==> config.mk <==
export PLATFORM = sky130hd
export DESIGN_NAME = axis_packet_source
export DESIGN_NICKNAME = d
export VERILOG_FILES = /design/src/rtl/axis_pkg.sv /design/src/rtl/axis_pattern_gen.sv /design/src/rtl/axis_packet_source.sv
export SDC_FILE = /design/constraint.sdc
export NUM_CORES = 1
export LEC_CHECK = 0
export ABC_AREA = 1
export CAP_MARGIN = 20
export CORE_MARGIN = 2
export CORE_UTILIZATION = 49
export CTS_CLUSTER_DIAMETER = 80
export CTS_CLUSTER_SIZE = 40
export DETAILED_ROUTE_END_ITERATION = 16
export PLACE_DENSITY_LB_ADDON = 0.1
export SETUP_SLACK_MARGIN = 0.15
export SKIP_CTS_REPAIR_TIMING = 1
export SYNTH_ARGS = -nofsm -noshare
export SYNTH_HDL_FRONTEND = slang
export SYNTH_SLANG_ARGS = --single-unit
==> constraint.sdc <==
create_clock -name aclk -period 2.18 [get_ports aclk]
set_input_delay 0.436 -clock aclk [delete_from_list [all_inputs] [get_ports aclk]]
set_output_delay 0.436 -clock aclk [all_outputs]
set_load 0.005 [all_outputs]
==> src/rtl/axis_pkg.sv <==
// Shared types and defaults for the AXI4-Stream packet source.
package axis_pkg;

  localparam int unsigned DEF_DATA_W = 8;
  localparam int unsigned DEF_LEN_W  = 8;
  localparam int unsigned DEF_CNT_W  = 16;

  localparam logic MODE_INC   = 1'b0;
  localparam logic MODE_CONST = 1'b1;

  typedef enum logic {
    StIdle,
    StSend
  } state_e;

endpackage

==> src/rtl/axis_pattern_gen.sv <==
// Payload register: loads the seed, then increments or holds on each advance.
module axis_pattern_gen
  import axis_pkg::*;
#(
  parameter int unsigned DATA_W = DEF_DATA_W
) (
  input  logic              aclk,
  input  logic              aresetn,
  input  logic              load,
  input  logic [DATA_W-1:0] seed,
  input  logic              advance,
  input  logic              mode,
  output logic [DATA_W-1:0] data
);

  logic [DATA_W-1:0] data_q, data_d;

  always_comb begin
    data_d = data_q;
    if (load) begin
      data_d = seed;
    end else if (advance && (mode != MODE_CONST)) begin
      data_d = data_q + DATA_W'(1);
    end
  end

  always_ff @(posedge aclk) begin
    if (!aresetn) begin
      data_q <= '0;
    end else begin
      data_q <= data_d;
    end
  end

  assign data = data_q;

endmodule

==> src/rtl/axis_packet_source.sv <==
// AXI4-Stream master emitting one pattern packet of programmable length per start.
module axis_packet_source
  import axis_pkg::*;
#(
  parameter int unsigned DATA_W = DEF_DATA_W,
  parameter int unsigned LEN_W  = DEF_LEN_W,
  parameter int unsigned CNT_W  = DEF_CNT_W
) (
  input  logic              aclk,
  input  logic              aresetn,
  input  logic              start,
  input  logic [LEN_W-1:0]  pkt_len,
  input  logic [DATA_W-1:0] seed,
  input  logic              mode,
  input  logic              m_axis_tready,
  output logic              m_axis_tvalid,
  output logic [DATA_W-1:0] m_axis_tdata,
  output logic              m_axis_tlast,
  output logic              busy,
  output logic              done,
  output logic [CNT_W-1:0]  pkt_count
);

  state_e             state_q, state_d;
  logic [LEN_W-1:0]   len_q, len_d;
  logic [LEN_W-1:0]   beat_q, beat_d;
  logic               mode_q, mode_d;
  logic               tvalid_q, tvalid_d;
  logic               tlast_q, tlast_d;
  logic               busy_q, busy_d;
  logic               done_q, done_d;
  logic [CNT_W-1:0]   cnt_q, cnt_d;
  logic               load, advance;
  logic [LEN_W-1:0]   beat_next;

  assign beat_next = beat_q + LEN_W'(1);

  always_comb begin
    state_d  = state_q;
    len_d    = len_q;
    beat_d   = beat_q;
    mode_d   = mode_q;
    tvalid_d = tvalid_q;
    tlast_d  = tlast_q;
    busy_d   = busy_q;
    done_d   = 1'b0;
    cnt_d    = cnt_q;
    load     = 1'b0;
    advance  = 1'b0;

    unique case (state_q)
      StIdle: begin
        if (start && (pkt_len != '0)) begin
          len_d    = pkt_len;
          mode_d   = mode;
          beat_d   = '0;
          load     = 1'b1;
          tvalid_d = 1'b1;
          tlast_d  = (pkt_len == LEN_W'(1));
          busy_d   = 1'b1;
          state_d  = StSend;
        end
      end
      StSend: begin
        if (tvalid_q && m_axis_tready) begin
          if (tlast_q) begin
            tvalid_d = 1'b0;
            tlast_d  = 1'b0;
            busy_d   = 1'b0;
            done_d   = 1'b1;
            cnt_d    = cnt_q + CNT_W'(1);
            state_d  = StIdle;
          end else begin
            beat_d  = beat_next;
            advance = 1'b1;
            // len_q is at least 1 in SEND, so len_q - 1 cannot underflow.
            tlast_d = (beat_next == (len_q - LEN_W'(1)));
          end
        end
      end
      default: state_d = StIdle;
    endcase
  end

  always_ff @(posedge aclk) begin
    if (!aresetn) begin
      state_q  <= StIdle;
      len_q    <= '0;
      beat_q   <= '0;
      mode_q   <= MODE_INC;
      tvalid_q <= 1'b0;
      tlast_q  <= 1'b0;
      busy_q   <= 1'b0;
      done_q   <= 1'b0;
      cnt_q    <= '0;
    end else begin
      state_q  <= state_d;
      len_q    <= len_d;
      beat_q   <= beat_d;
      mode_q   <= mode_d;
      tvalid_q <= tvalid_d;
      tlast_q  <= tlast_d;
      busy_q   <= busy_d;
      done_q   <= done_d;
      cnt_q    <= cnt_d;
    end
  end

  axis_pattern_gen #(
    .DATA_W (DATA_W)
  ) u_pattern_gen (
    .aclk    (aclk),
    .aresetn (aresetn),
    .load    (load),
    .seed    (seed),
    .advance (advance),
    .mode    (mode_q),
    .data    (m_axis_tdata)
  );

  assign m_axis_tvalid = tvalid_q;
  assign m_axis_tlast  = tlast_q;
  assign busy          = busy_q;
  assign done          = done_q;
  assign pkt_count     = cnt_q;

endmodule

Word level (Yosys, flattened, before mapping)
Index checks and enable logic that the tools add are counted.
- bits in registers: 45
- bits in latches: 0
- RAM bits: 0
- ROM bits: 0
- input port bits: 21
- output and inout port bits: 28
- logic and storage cells: 54
- memories: 0
- add/sub/neg operators: 4
- $mul: 0
- div/mod/pow operators: 0
- magnitude comparators: 0
- equality and inequality tests: 6
- shift operators: 0
- multiplexer cells: 22
- bitwise logic cells: 2
- reductions and logical operators: 11
- operators with widths (cell ; count):
    2-to-1 mux 8 bit ; 5
    adder 16 x 1 -> 16 bit (second input constant) ; 1
    adder 8 x 1 -> 8 bit (second input constant) ; 2
    case mux 8 bit (2 select lines) ; 1
    2-to-1 mux 1 bit ; 13
    AND reduction 3 bit ; 4
    == test 8 x 1 -> 1 bit (second input constant) ; 1
    == test 8 bit ; 1
    nonzero test 8 bit ; 1
    subtractor 8 x 1 -> 8 bit (second input constant) ; 1
    case mux 1 bit (2 select lines) ; 3
    inequality test 2 x 1 -> 1 bit (second input constant) ; 2
    inequality test 2 bit (second input constant) ; 2
    AND reduction 2 bit ; 2
    logical AND 1 bit ; 3
    NOT 1 bit ; 2
    nonzero test 2 bit ; 1

Longest topological paths before layout
- depth after elaboration: 6
- mapped depth: 12
- mapped depth without buffers: 12

Hierarchy
From an unflattened synthesis, not the netlist that was laid out.
- cell total of the unflattened synthesis: 401
- area total of the unflattened synthesis: 2642.5 µm²
- by module, submodules not included (module ; instances ; cells each ; area each (µm²) ; seq. area each (µm²)):
    axis_packet_source ; 1 ; 321 ; 2115.8 ; 740.7
    axis_pattern_gen ; 1 ; 80 ; 526.8 ; 160.2

Least setup slack after synthesis
Ideal clock, no wire load.
- path kind: input to register
- start point: in m_axis_tready
- end point: reg cnt_q[11] (netlist: pkt_count[11])
- library setup time: 113 ps
- arrival: 1430 ps
- data required time: 2067 ps
- setup slack: 637 ps
- stages: 11
- path buffers: 0
- path through: nand2_1 nor2_8 inv_6 nor2_8 nand3_4 nor3_4 nand2_2 nor2_2 nand2_1 nand2_1 nor2_1
- word-level cells in the longest chain between the ends: 2
- RTL lines (item ; line ; text):
    start, declared ; axis_packet_source.sv:15 ; input logic m_axis_tready,
    logical AND 1 bit ; axis_packet_source.sv:65 ; if (tvalid_q && m_axis_tready) begin
    AND reduction 3 bit (no source line) ; - ;
    end signal, assigned ; axis_packet_source.sv:105 ; cnt_q <= cnt_d;
    end, declared ; axis_packet_source.sv:32 ; logic [CNT_W-1:0] cnt_q, cnt_d;
No other way between the ends.
A chain may end at the register's enable or synchronous reset.

Worst setup path after layout
- start point: in pkt_len[6]
- end point: reg beat_q[2]
- word-level cells in the longest chain between the ends: 4
- RTL lines (item ; line ; text):
    start, declared ; axis_packet_source.sv:12 ; input logic [LEN_W-1:0] pkt_len,
    nonzero test 8 bit ; axis_packet_source.sv:53 ; if (start && (pkt_len != '0)) begin
    logical AND 1 bit ; axis_packet_source.sv:53 ;
    inequality test 2 bit (no source line) ; - ;
    AND reduction 3 bit (no source line) ; - ;
    end signal, assigned ; axis_packet_source.sv:99 ; beat_q <= beat_d;
    end, declared ; axis_packet_source.sv:26 ; logic [LEN_W-1:0] beat_q, beat_d;
No other way between the ends.

==> results.md <==
- DIE WIDTH: 76.18 µm
- Drt initial violations: 123
- Area growth, synth to finish: 27.40%
- Flop and latch count out of synthesis: 45
- Final setup vio count: 0
- RSZ-0062 raised after global routing: no
- DR vias/cell: 5.030
- Most frequent cells in the layout: nand2_1, clkdlybuf4s50_1, dfxtp_1, nor2_1, inv_1
- Critical path endpoint category: flop
- Met1 Use GR: 0.2684
- Vias in the first global route: 2327
- Overflow after GRT: 0
- CP most frequent cell: nand2_1
- # IOs: 49
- Core Util, Final: 0.6408
- Top Usage Layer GRT: met2
- Synth unique cells: 32
- Power per cell area: 593.7 nW/µm²
- Max stage delay on crit path: 430 ps
- CTS tree: done
- # DRC: 0
- Register area share after synthesis: 0.3529
- Antenna cell count: 0
- Final wirelength: 5.886 mm
- CP Buf/Inv Count: 1
- R2r endpoint: pkt_count[14]$_SDFFE_PN0P_
- Fraction of layout cells with a size suffix above 1: 0.06897
- Port bufs: 48
- Status: finished clean
- Num CTS Buffers: 5
- Peak VDD IR: 0.3360 mV
- Fin crit period: 1803 ps
- Flop2flop setup slack: 490 ps
- Pleak: 1.437 nW
- Tcrit/Tclk final: 0.8270
- Met2 Track Usage GR: 0.3670
- Crit Path Class: in -> reg
- Hold depth: 2
- Hold Vio Cnt, Final: 0
- RD Place Congestion: 0.8161
- Largest net degree at the start of global routing: 22
- CP max stage cell: clkdlybuf4s50_1
- Setup Skew: 6.492 ps
- First-pass GRT wire length: 10.19 mm
- DR vias: 2540
- Worst path required time: 2410 ps
- Actual slew at the worst max-slew pin: 317.4 ps
- Clk_lat worst skew: 300 ps
- Yosys Warn Count: 0
- GRT Overall Usage: 0.2109
- Antenna violations before repair: 0
- Antenna Nets Post-Route: 0
- Commonest non-fill, non-tap cell in the layout: nand2_1
- Setup TNS: 0 ps
- Syn_area_per_cell: 6.717 µm²
- Row count: 26
- Arr. time, crit path: 2030 ps
- Final #Nets: 459
- Startpoint Class: input pin
- RR Startpoint: pkt_count[0]$_SDFFE_PN0P_
- H-tree depth: 2
- Die H: 76.18 µm
- Met3 usage: 0.04147
- Sink Count: 45
- Core area: 5075 µm²
- CTS Root Cell: clkbuf_8
- Post-DR wirelength/cell: 11.66 µm
- Post-Syn Instances: 380
- Die area: 5803 µm²
- Hold Path Class: reg -> reg
- Drt first pass iters: 4
- Final Max Slew Viols: 0
- Worst path top cell family by delay: simple AND/OR/NAND/NOR gates
- Worst-path fanout max: 11
- Hold Startpoint: mode_q$_SDFFE_PN0P_
- DP HPWL: 4.536 mm
- Hold Path Sink: mode_q$_SDFFE_PN0P_
- Max-Cap Viols: 0
- Mapped cell area: 2552 µm²
- Initial Util: 0.5030
- Clock transition at path regs: 80 ps
- Slew headroom: 0.7879
- Worst path cell trace: clkdlybuf4s50_1 > nor2_1 > nand2_1 > nor3_2 > nand2_1 > nand3_2 > nand2_2 > nand2_1 > o21ai_0 > a21oi_1
- Maximum clock insertion buffer count: 2
- F_max: 0.5547 GHz
- Syn_nets: 405
- Reg2Reg Depth: 7
sequential cells by signal, indices dropped and copies added, names as in the netlist:
signal              flops
mode_q                  1
done                    1
u_pattern_gen.data      8
len_q                   8
pkt_count              16
state_q                 1
busy                    1
beat_q                  8
m_axis_tlast            1
cell type report:
cell class              instances  area, µm²
fillers                       479       1823
repair buffers                 57      548.0
flip-flops and latches         45      900.9
well taps                      70      87.58
inverters                      42      162.7
clock buffers                   7      86.33
clock inverters                 1      30.03
multi-input cells             283       1436
Yosys cell counts (all sizes together):
cell type	number	area (µm²)
dfxtp	45	900.9
a31oi	4	25.02
clkbuf	4	15.01
xor2	11	96.34
nor3b	3	22.52
a21oi	37	185.2
nand3b	1	7.510
o21bai	1	7.510
nand3	21	122.6
nand4	9	56.30
o21ai	22	110.1
nor2	46	210.2
ha	4	50.05
inv	42	162.7
nand2	105	406.6
a211oi	2	15.01
or2	2	12.51
a22oi	1	7.510
nor3	10	66.32
buf	6	37.53
xnor2	4	35.03
cells by family (layout without fill, tap and decap cells):
group	Yosys count	in the layout	share of synthesized area
xor gates and xnor gates	15	15	0.05147
DFF	45	45	0.3529
and+or+nand+nor	197	197	0.3544
adders and majority gates	4	4	0.01961
buffers and inverters	52	107	0.08431
AOI/OAI and AO/OA	67	67	0.1373
worst register-to-register path, delay by kind of cell, from the launching register on:
| family | cells | cell delay, ps |
|---|---|---|
| compound gates | 1 | 100 |
| fa+ha+maj | 1 | 250 |
| flops | 1 | 430 |
| simple gates | 5 | 850 |
per-stage QoR:
| stage | total power [mW] | instance area (µm²) | setup slack [ps] | instances | hold slack, ps |
|---|---|---|---|---|---|
| after floorplan | 1.155 | 2552 | 637.5 | 380 | 429.9 |
| after CTS | 1.949 | 3252 | 388.2 | 505 | 461.6 |
| after detailed placement | 1.292 | 3136 | 78.54 | 497 | 449.5 |
| after global routing | 2.042 | 3252 | 172.5 | 505 | 489.4 |
| after global placement | 1.281 | 3136 | 136.8 | 497 | 448.8 |
| final | 1.931 | 3252 | 377.1 | 505 | 457.6 |
worst max-delay path by stage:
stage          cells past startpoint                          to                       from
3_5_place_dp                      10      beat_q[4]$_SDFFE_PN0P_                 pkt_len[6]
6_report                          10      beat_q[2]$_SDFFE_PN0P_                 pkt_len[6]
2_1_floorplan                     11  pkt_count[11]$_SDFFE_PN0P_              m_axis_tready
3_3_place_gp                      12  pkt_count[11]$_SDFFE_PN0P_              m_axis_tready
5_1_grt                           10      beat_q[2]$_SDFFE_PN0P_                 pkt_len[4]
4_1_cts                            1                pkt_count[5]  pkt_count[5]$_SDFFE_PN0P_
report_power, final:
group / switching [mW] / leakage [nW] / internal [mW]
Combinational: 0.194 / 1.01 / 0.166
Clock: 0.285 / 0.0585 / 0.374
Sequential: 0.0462 / 0.368 / 0.865
metal layers:
layer	wire, µm	vias to the layer above
met5	0	-
met4	46	0
met3	286	5
met2	2817	58
met1	2736	1141
li1	-	1336
No activity file was read; power rests on OpenSTA's default activity.
==> RTL change, RTL diff (config.mk and constraints unchanged) <==
Reset style: asynchronous (`aresetn`), changed in 2 clocked blocks.
--- a/src/rtl/axis_pattern_gen.sv
+++ b/src/rtl/axis_pattern_gen.sv
@@ -24,7 +24,7 @@
     end
   end
 
-  always_ff @(posedge aclk) begin
+  always_ff @(posedge aclk or negedge aresetn) begin
     if (!aresetn) begin
       data_q <= '0;
     end else begin
--- a/src/rtl/axis_packet_source.sv
+++ b/src/rtl/axis_packet_source.sv
@@ -82,7 +82,7 @@
     endcase
   end
 
-  always_ff @(posedge aclk) begin
+  always_ff @(posedge aclk or negedge aresetn) begin
     if (!aresetn) begin
       state_q  <= StIdle;
       len_q    <= '0;
Check against the original RTL: differs if aresetn is asserted again (counterexample within 4 cycles, from zero or initial values and one cycle with aresetn low); with aresetn held inactive, the same outputs for 10 cycles.
==> RTL change against the unedited design <==
- final cell count is 12% lower
- cell area decreased by 0.96%
- synthesized area up 0.49%
- sequential cell count stayed put
- setup slack worse by 0.0036 ns
- routed wire length decreased by 15%
- count of clock-buffer cells in the layout decreased by 2
- die area up 0.46%
- largest cell class unchanged
- highest routed layer unchanged
Power is not compared: it rests on default switching activity, and its combinational part moved more than twofold at a synthesized area within 25%.
==> RTL change: results (changes against the unedited design) <==
[outcome]
status=finished clean

[synth]
async_reset_ff_frac=1.00  ; +1.00
yosysTopAreaCellShare=0.439  ; +0.0861
synth_nets=344  ; -15%
synth-main-ff-cell=dfrtp_1
synthTopCellsByCount=89 x nand2_1, 45 x dfrtp_1, 43 x inv_1
synth_cell_types=33  ; +3.1%
netlist_top_cells_area=dfrtp_1 44%, nand2_1 13%, xor2_1 6.5%
yosysSeqAreaShare=0.439  ; +0.0861

[setup_path]
cpPeakStageDelay_ns=0.41  ; -0.02 ns
critPathMaxFanout=7  ; -4
critPathSlowestCell=dfrtp_1
worstPathArrival_ns=2.02

[placement]
gp_congestion=0.837  ; +2.6%
io_buffers=48  ; unchanged
place_hpwl_mm=3.78  ; -17%

[route]
wirelength_mm=4.98  ; -15%
drt_iter0_markers=114  ; -7.3%
viasPerCell=4.81  ; -4.4%

[finish]
fin_nets=401  ; -13%
drive_above_1_share=0.0933  ; +0.0244
fill_cells=481  ; +0.42%
diodes=0  ; unchanged

[clock_tree]
numCtsBuffers=5  ; unchanged
clock_latency_ns=0.29

[global_routing]
grt_use_total=0.181  ; -0.0295
grt_first_pass_wirelength_mm=8.58  ; -16%
antenna_found_initial=0  ; unchanged
grt_max_degree=46  ; +110%
grt_pass1_vias=2019  ; -13%

[worst_hold_path]
hold_path.class=input port to asynchronous set/reset pin

[timing]
finalClockSkew_ns=0.00865  ; +0.00216 ns
worst_pin_slew_ns=0.559  ; +0.242 ns

[power]
p_leak_nw=1.58

[RTL change: worst paths after layout]
kind / slack (ns) / depth (start not counted) / endpoint / startpoint
max in group asynchronous: 1.58 / 2 / beat_q[7] / aresetn
worst max register to register: 0.37 / 12 / m_axis_tlast / len_q[0]
min in group aclk: 0.48 / 2 / mode_q / mode_q
worst min-delay path: 0.20 / 2 / pkt_count[1] / aresetn
worst max-delay path: 0.37 / 12 / m_axis_tlast / len_q[0]
worst min register to register: 0.48 / 2 / mode_q / mode_q
[RTL change: power groups by stage]
stage,sequential [mW],clock [mW],combinational (mW)
after floorplan,1.36,0,1.03
after global placement,1.41,0,1.55
after detailed placement,1.41,0,1.58
after CTS,1.40,0.492,1.59
after global routing,1.45,0.518,1.79
final,1.40,0.474,1.57
[RTL change: per-stage QoR]
stage / setup WS (ns) / instance area (µm²) / utilization / power [mW] / instances
floorplan: 0.619 / 2560 / - / 2.39 / 319
global placement: 0.116 / 3150 / 0.620 / 2.96 / 439
detailed placement: 0.106 / 3150 / 0.620 / 2.99 / 439
CTS: 0.356 / 3220 / 0.635 / 3.48 / 445
global route: 0.183 / 3220 / 0.635 / 3.75 / 445
finish: 0.373 / 3220 / 0.635 / 3.44 / 445
[RTL change: routing by layer]
layer  GRT usage  wire length [µm]  vias to the layer above
li1            -                 -                     1119
met1       0.230              2350                      985
met2       0.304              2390                       30
met3      0.0355               171                        5
met4      0.0764                69                        0
met5           0                 0                        -
[RTL change: cells by family after synthesis]
kind of cell               synth area share
adders and majority gates            0.0195
AOI/OAI and AO/OA                    0.0727
buffers and inverters                0.0834
xor gates and xnor gates             0.0854
and+or+nand+nor                       0.300
DFF                                   0.439
[RTL change: worst max-delay path, delay by kind of cell, from the launching register on]
| kind | cells | cell delay (ns) |
|---|---|---|
| adders and majority gates | 1 | 0.31 |
| and+or+nand+nor | 8 | 0.62 |
| buffers and inverters | 2 | 0.24 |
| AOI/OAI and AO/OA | 1 | 0.16 |
| DFF | 1 | 0.41 |
[RTL change: cell type report]
| type | count | area, µm² | area share |
|---|---|---|---|
| multi-input combinational | 220 | 1220 | 0.380 |
| sequential | 45 | 1130 | 0.350 |
| timing repair buffer | 54 | 520 | 0.162 |
| inverter | 50 | 188 | 0.0583 |
| tap | 70 | 87.6 | 0.0272 |
| clock buffer | 5 | 68.8 | 0.0214 |
| clock inverter | 1 | 5.00 | 0.00155 |
